`src/rtl/rv32i_alu_pkg.sv`:
```
// rtl/rv32i_alu_pkg.sv - shared width constant and operation encoding for the RV32I ALU
package rv32i_alu_pkg;

    localparam int XLEN = 32;

    typedef enum logic [3:0] {
        ALU_ADD   = 4'b0000,
        ALU_SUB   = 4'b0001,
        ALU_AND   = 4'b0010,
        ALU_OR    = 4'b0011,
        ALU_XOR   = 4'b0100,
        ALU_SLL   = 4'b0101,
        ALU_SRL   = 4'b0110,
        ALU_SRA   = 4'b0111,
        ALU_SLT   = 4'b1000,
        ALU_SLTU  = 4'b1001,
        ALU_PASSB = 4'b1010
    } alu_op_t;

endpackage

```
`src/rtl/rv32i_alu_shifter.sv`:
```
// rtl/rv32i_alu_shifter.sv - combinational barrel shifter for SLL, SRL and SRA
module rv32i_alu_shifter
    import rv32i_alu_pkg::*;
(
    input  logic [XLEN-1:0] a,
    input  logic [4:0]      shamt,
    input  logic            shift_left,
    input  logic            arithmetic,
    output logic [XLEN-1:0] y
);

    logic signed [XLEN:0] ext;
    logic signed [XLEN:0] shr;

    // One extra fill bit on top lets a single arithmetic shift cover both SRL and SRA.
    always_comb begin
        ext = {arithmetic & a[XLEN-1], a};
        shr = ext >>> shamt;
        if (shift_left) begin
            y = a << shamt;
        end else begin
            y = shr[XLEN-1:0];
        end
    end

endmodule

```
`src/rtl/rv32i_alu.sv`:
```
// rtl/rv32i_alu.sv - RV32I ALU: op mux, branch compare flags, one-cycle registered outputs
module rv32i_alu
    import rv32i_alu_pkg::*;
(
    input  logic            clk,
    input  logic            reset,
    input  logic [3:0]      alu_control,
    input  logic [XLEN-1:0] A,
    input  logic [XLEN-1:0] B,
    output logic [XLEN-1:0] result,
    output logic            equal,
    output logic            less_than,
    output logic            less_than_unsigned
);

    alu_op_t         op;
    logic [XLEN-1:0] shift_y;
    logic            shift_left;
    logic            shift_arith;

    logic [XLEN-1:0] result_d, result_q;
    logic            equal_d, equal_q;
    logic            lt_d, lt_q;
    logic            ltu_d, ltu_q;

    assign op          = alu_op_t'(alu_control);
    assign shift_left  = (op == ALU_SLL);
    assign shift_arith = (op == ALU_SRA);

    rv32i_alu_shifter u_shifter (
        .a          (A),
        .shamt      (B[4:0]),
        .shift_left (shift_left),
        .arithmetic (shift_arith),
        .y          (shift_y)
    );

    // Flags are opcode-independent so branch resolution can use them with any ALU op.
    always_comb begin
        equal_d = (A == B);
        lt_d    = ($signed(A) < $signed(B));
        ltu_d   = (A < B);
    end

    always_comb begin
        result_d = '0;
        case (op)
            ALU_ADD:   result_d = A + B;
            ALU_SUB:   result_d = A - B;
            ALU_AND:   result_d = A & B;
            ALU_OR:    result_d = A | B;
            ALU_XOR:   result_d = A ^ B;
            ALU_SLL,
            ALU_SRL,
            ALU_SRA:   result_d = shift_y;
            ALU_SLT:   result_d = {{(XLEN-1){1'b0}}, lt_d};
            ALU_SLTU:  result_d = {{(XLEN-1){1'b0}}, ltu_d};
            ALU_PASSB: result_d = B;
            default:   result_d = '0;
        endcase
    end

    always_ff @(posedge clk or posedge reset) begin
        if (reset) begin
            result_q <= '0;
            equal_q  <= 1'b0;
            lt_q     <= 1'b0;
            ltu_q    <= 1'b0;
        end else begin
            result_q <= result_d;
            equal_q  <= equal_d;
            lt_q     <= lt_d;
            ltu_q    <= ltu_d;
        end
    end

    assign result             = result_q;
    assign equal              = equal_q;
    assign less_than          = lt_q;
    assign less_than_unsigned = ltu_q;

endmodule

```
`config.mk`:
```
export PLATFORM = sky130hd
export DESIGN_NAME = rv32i_alu
export DESIGN_NICKNAME = d
export VERILOG_FILES = /design/src/rtl/rv32i_alu_pkg.sv /design/src/rtl/rv32i_alu_shifter.sv /design/src/rtl/rv32i_alu.sv
export SDC_FILE = /design/constraint.sdc
export NUM_CORES = 1
export LEC_CHECK = 0
export ABC_AREA = 1
export CAP_MARGIN = 10
export CORE_MARGIN = 3
export CORE_UTILIZATION = 40
export CTS_CLUSTER_SIZE = 30
export DETAILED_ROUTE_END_ITERATION = 8
export DONT_BUFFER_PORTS = 1
export PLACE_DENSITY_LB_ADDON = 0.25
export SLEW_MARGIN = 20
export SYNTH_ARGS = -nofsm -noshare
export SYNTH_HDL_FRONTEND = slang
export SYNTH_SLANG_ARGS = --single-unit
```
`constraint.sdc`:
```
create_clock -name clk -period 1.9 [get_ports clk]
set_input_delay 0.38 -clock clk [delete_from_list [all_inputs] [get_ports clk]]
set_output_delay 0.38 -clock clk [all_outputs]
set_load 0.01 [all_outputs]
```
Yosys cells after proc, flatten, opt, wreduce, memory -nomap -nowiden
Cells that the tools add are included.
- bits in registers: 35
- bits of input ports: 70
- output and inout port bits: 35
- add/sub/neg operators: 2
- order comparisons: 2
- eq/ne operators: 11
- shift operators: 2
- multiplexer cells: 2
- bitwise logic cells: 4
- reductions and logical operators: 2
- operators with widths (operator ; number):
    32-bit one-hot mux with 9 select lines ; 1
    32-bit < comparator ; 2
    33-bit by 5-bit >>> shifter with 32-bit output ; 1
    32-bit adder ; 1
    32-bit bitwise AND ; 1
    32-bit equality test ; 1
    32-bit two-way mux ; 1
    32-bit OR ; 1
    32-bit by 5-bit left shift with 32-bit output ; 1
    32-bit subtractor ; 1
    32-bit XOR ; 1
    4-bit by 3-bit equality test with 1-bit output, second input constant ; 4
    4-bit equality test, second input constant ; 3
    4-bit by 2-bit equality test with 1-bit output, second input constant ; 2
    4-bit by 1-bit equality test with 1-bit output, second input constant ; 1
    4-bit logical NOT ; 1
    3-bit OR reduction ; 1
    1-bit bitwise AND ; 1

Logic depth before layout (Yosys ltp)
- word-level depth: 5
- mapped depth: 19

Hierarchy
Synthesis repeated with hierarchy kept, for this count alone.
- cells, all modules: 2139
- area total of the unflattened synthesis: 11243.3 sq um
- by module, submodules not included (module ; times used ; cells each ; area each (sq um) ; seq. area each (sq um)):
    rv32i_alu ; 1 ; 1438 ; 7931.4 ; 875.8
    rv32i_alu_shifter ; 1 ; 701 ; 3311.9 ; 0.0

Worst setup path after synthesis
OpenSTA, ideal clock, no wires.
- kind: input to register
- from: input port B[4]
- to: register result_q[0] (netlist: result[0])
- setup time: 127 ps
- data arrival time: 2242 ps
- slack: -469 ps
- stages: 17
- buffers on the path: 3
- cell sequence: inv_1 buf_2 buf_1 ha_1 buf_4 nor2_2 nand2_1 inv_1 nand2_1 nand2_2 nand2_1 nand2_1 nand2_1 nand2_1 nand2_1 nand3_1 nand3b_1
- longest elaborated chain between the ends: 3
- elaborated cells on any way between the ends: 6
- those cells by class: order compare: 2; shift: 2; mux: 2
- ends and longest elaborated chain (element ; line ; text):
    start, declared ; rv32i_alu.sv:9 ; input logic [XLEN-1:0] B,
    branches (longest 2 deep; another with 32-bit < comparator) ; n/a ;
    32-bit one-hot mux with 9 select lines (*) ; rv32i_alu.sv:47 ; case (op)
    named net result_d[0] ; rv32i_alu.sv:21 ; logic [XLEN-1:0] result_d, result_q;
    end signal, assigned ; rv32i_alu.sv:70 ; result_q <= result_d;
    end, declared ; rv32i_alu.sv:21 ;
Mark *: on every way through the listed nets, which the timed path passes.

Worst setup path after layout
- from: input port B[3]
- to: register result_q[12] (netlist: result[12])
- longest elaborated chain between the ends: 3
- elaborated cells on any way between the ends: 6
- those cells by class: add/sub: 2; shift: 2; mux: 2
- ends and longest elaborated chain (element ; line):
    branches (longest 2 deep; another with 32-bit subtractor) ; n/a
    32-bit one-hot mux with 9 select lines (*) ; rv32i_alu.sv:47
    named net result_d[12] ; rv32i_alu.sv:21
Marks and branches as above.

==> impl_metrics.csv <==
group,metric,value,unit
logic_synthesis,synth_edf_count,0,
logic_synthesis,synth_cell_types,50,
global_route,grt-ovfl-total,0,
routing,drc_errors,0,
routing,vias,15687,
setup_path,cp-end-kind,"flip-flop",
routing,routed_via_density,5.704,
clock_tree,htreeDepth,2,
hold_path,hp-class,"in -> reg",
layout,syn2layout_area_growth,39.25,%
sta,max_freq,0.5248,GHz
logic_synthesis,async_flop_share,1.000,
floorplan,fp.dieH,171.9,µm
layout,fillCellCount,2854,
floorplan,die_w,171.9,µm
layout,final_cell_mix,"nand2_1, nand3_1, buf_4, inv_1, nor2_1",
clock_tree,tritoncts,"built",
layout,num_antenna_cells,0,
logic_synthesis,syn_avg_cell_area,5.301,µm²
logic_synthesis,synth_seq_area_share,0.07955,
sta,fin_ws,-5.571,ps
routing,first_pass_iters,6,
layout,fin_nets,2577,
place,gp_congestion,1.005,
sta,fin_crit_sh,1.003,
global_route,grt_use_total,0.3871,
logic_synthesis,yosys_warnings,0,
power,p_leak,0.008207,µW
global_route,grt_max_degree,70,
status,status,"finished with violations",
sta,rsz0062_at_grt,"true",
layout,layout-drive-gt1-share,0.2765,
place,dp_hpwl,48.82,mm
floorplan,dieArea,29550,µm²
setup_path,worstPathMaxFanout,52,
routing,wl_per_cell,21.77,µm
floorplan,ios,105,
clock_tree,clkSlewWorstSetupHoldPaths,90,ps
status,violations,"negative setup slack",
setup_path,setup.worst_path.class,"in -> reg",
sta,hold_violations,0,
power,vdd_drop_max,0.3461,mV
clock_tree,clkSinkCount,35,
clock_tree,cts_inserted_buffers,5,
floorplan,initial_core_util,0.4074,
clock_tree,cts_root_buf,"clkbuf_16",
sta,slew_headroom,0.5349,
sta,slew_violations,0,
floorplan,core,27030,µm²
setup_path,arrival,2090,ps
setup_path,cp-start-kind,"primary input",
sta,finalSetupTns,-6.041,ps
sta,tightest_slew,692.3,ps
power,p_per_area,405.6,nW/µm²
logic_synthesis,netlist_area,11010,µm²
place,io_buffers,0,
logic_synthesis,synth_nets,2246,
place,post-place-ws,-574.1,ps
routing,wl,59.86,mm
sta,setup_viol,2,
logic_synthesis,synthCells,2077,
global_route,grt_pass1_vias,14435,
routing,postRouteAntennaNets,0,
logic_synthesis,ys_seq_elements,35,
flow_run,drv_cap,0,
layout,mostFrequentLayoutCell,"nand2_1",
global_route,grt_pass1_wl,85.63,mm
clock_tree,cts_max_path_buffers,2,
setup_path,required,2090,ps
global_route,antenna_found_initial,1,
logic_synthesis,ys.flop_type,"dfrtp_1",
floorplan,std_cell_rows,60,
routing,drt-initial-drc-count,1777,
sta,period_minus_slack,1906,ps
-- through the flow --
stage,std cells,util,power [µW],instance area [µm²],hold slack (ps)
after global routing,2750,0.5673,6556,15330,315.3
final,2750,0.5673,6219,15330,303.7
after global placement,2721,0.5254,4633,14200,212.0
after floorplan,2077,-,3018,11170,534.3
after detailed placement,2721,0.5254,4648,14200,223.4
after CTS,2733,0.5380,5833,14540,301.3
-- final timing paths --
check | startpoint | endpoint | slack, ps | depth (start not counted)
setup / recovery | B[3] | result[12] | -6 | 13
hold / removal | B[8] | result[8] | 300 | 4
max in group asynchronous | reset | result[4] | 920 | 3
min in group asynchronous | reset | less_than_unsigned | 450 | 2
-- flip-flops by register name, summed over array words and instances, names as in the netlist --
name and count:
result 32, equal 1, less_than 1, less_than_unsigned 1
-- repair_timing --
| action | 4_1_cts | 5_1_grt |
|---|---|---|
| pin swaps | 8 | 39 |
| endpoints found under the setup margin | 28 | 28 |
| gates resized for setup | 37 | 164 |
| hold buffers | 1 | 0 |
| buffers inserted | 3 | 17 |
| hold endpoints to repair | 9 | 0 |
-- power breakdown --
| part | leakage (µW) | switching, µW | internal (µW) |
|---|---|---|---|
| logic | 0.00767 | 2420 | 1730 |
| registers | 0.000451 | 102 | 837 |
| clock network | 0.0000838 | 498 | 625 |
| total | 0.00821 | 3020 | 3190 |
-- critical path, cell delays in order --
cell,delay [ps]
inv_2,60
ha_4,320
inv_2,70
a21oi_2,210
o21ai_4,120
buf_6,140
buf_4,130
nand2_2,70
nand3_4,100
o21ai_0,200
a21oi_1,80
nor2_2,130
nand2_1,60
-- metal layers --
| layer | routed length (µm) | vias to the layer above | part of all wire | track usage |
|---|---|---|---|---|
| li1 | - | 7444 | - | - |
| met1 | 24730 | 7278 | 0.41 | 0.5133 |
| met2 | 26680 | 795 | 0.45 | 0.6247 |
| met3 | 5299 | 168 | 0.089 | 0.06150 |
| met4 | 3128 | 2 | 0.052 | 0.1638 |
| met5 | 13 | - | 0.00022 | 0 |
-- area by class of cell --
type / instances / area, µm² / area share
multi-input combinational: 1654 / 9339 / 0.6092
tap: 341 / 426.7 / 0.02783
timing repair buffer: 430 / 3445 / 0.2247
clock buffer: 5 / 125.1 / 0.008161
clock inverter: 3 / 43.79 / 0.002856
sequential: 35 / 875.8 / 0.05713
inverter: 282 / 1076 / 0.07019
-- synthesized netlist by cell type (2+ instances only) --
library cell  instances  area (µm²)
a21oi_1              84       420.4
a21oi_2               6       52.55
a221oi_1             18       157.7
a31oi_1               2       12.51
and2_1                5       31.28
buf_1                 6       22.52
buf_2                61       305.3
buf_4                14       105.1
buf_6                 8       90.09
clkbuf_1             14       52.55
clkbuf_2              2       10.01
dfrtp_1              35       875.8
fa_1                  2       40.04
ha_1                 97        1214
inv_1               268        1006
inv_2                11       41.29
nand2_1             620        2327
nand2_2              16       100.1
nand3_1             440        2202
nand3b_1              6       45.04
nand4_1              24       150.1
nor2_1              151       566.8
nor2_2               11       68.82
nor2_4                4       45.04
nor3_1               17       85.08
nor3_2                2       20.02
nor4_1                4       25.02
o2111ai_1             3       26.28
o211ai_1              4       30.03
o21a_1                2       15.01
o21ai_0              56       280.3
o21ai_1              19       95.09
o21ai_2               7       61.31
o21bai_1             16       120.1
o221ai_1              3       26.28
o22ai_1              24       150.1
or2_2                 2       12.51
-- logic make-up (layout without fill, tap and decap cells) --
family / after synthesis / in the layout / synth area share
flip-flops: 35 / 35 / 0.07955
AND/OR/NAND/NOR: 1307 / 1307 / 0.5199
buffers and inverters: 388 / 720 / 0.1516
XOR/XNOR: 1 / 1 / 0.0007957
adder cells (fa/ha/maj): 99 / 99 / 0.1139
AO/OA/AOI/OAI: 247 / 247 / 0.1342
No activity file was read; power rests on OpenSTA's default activity.
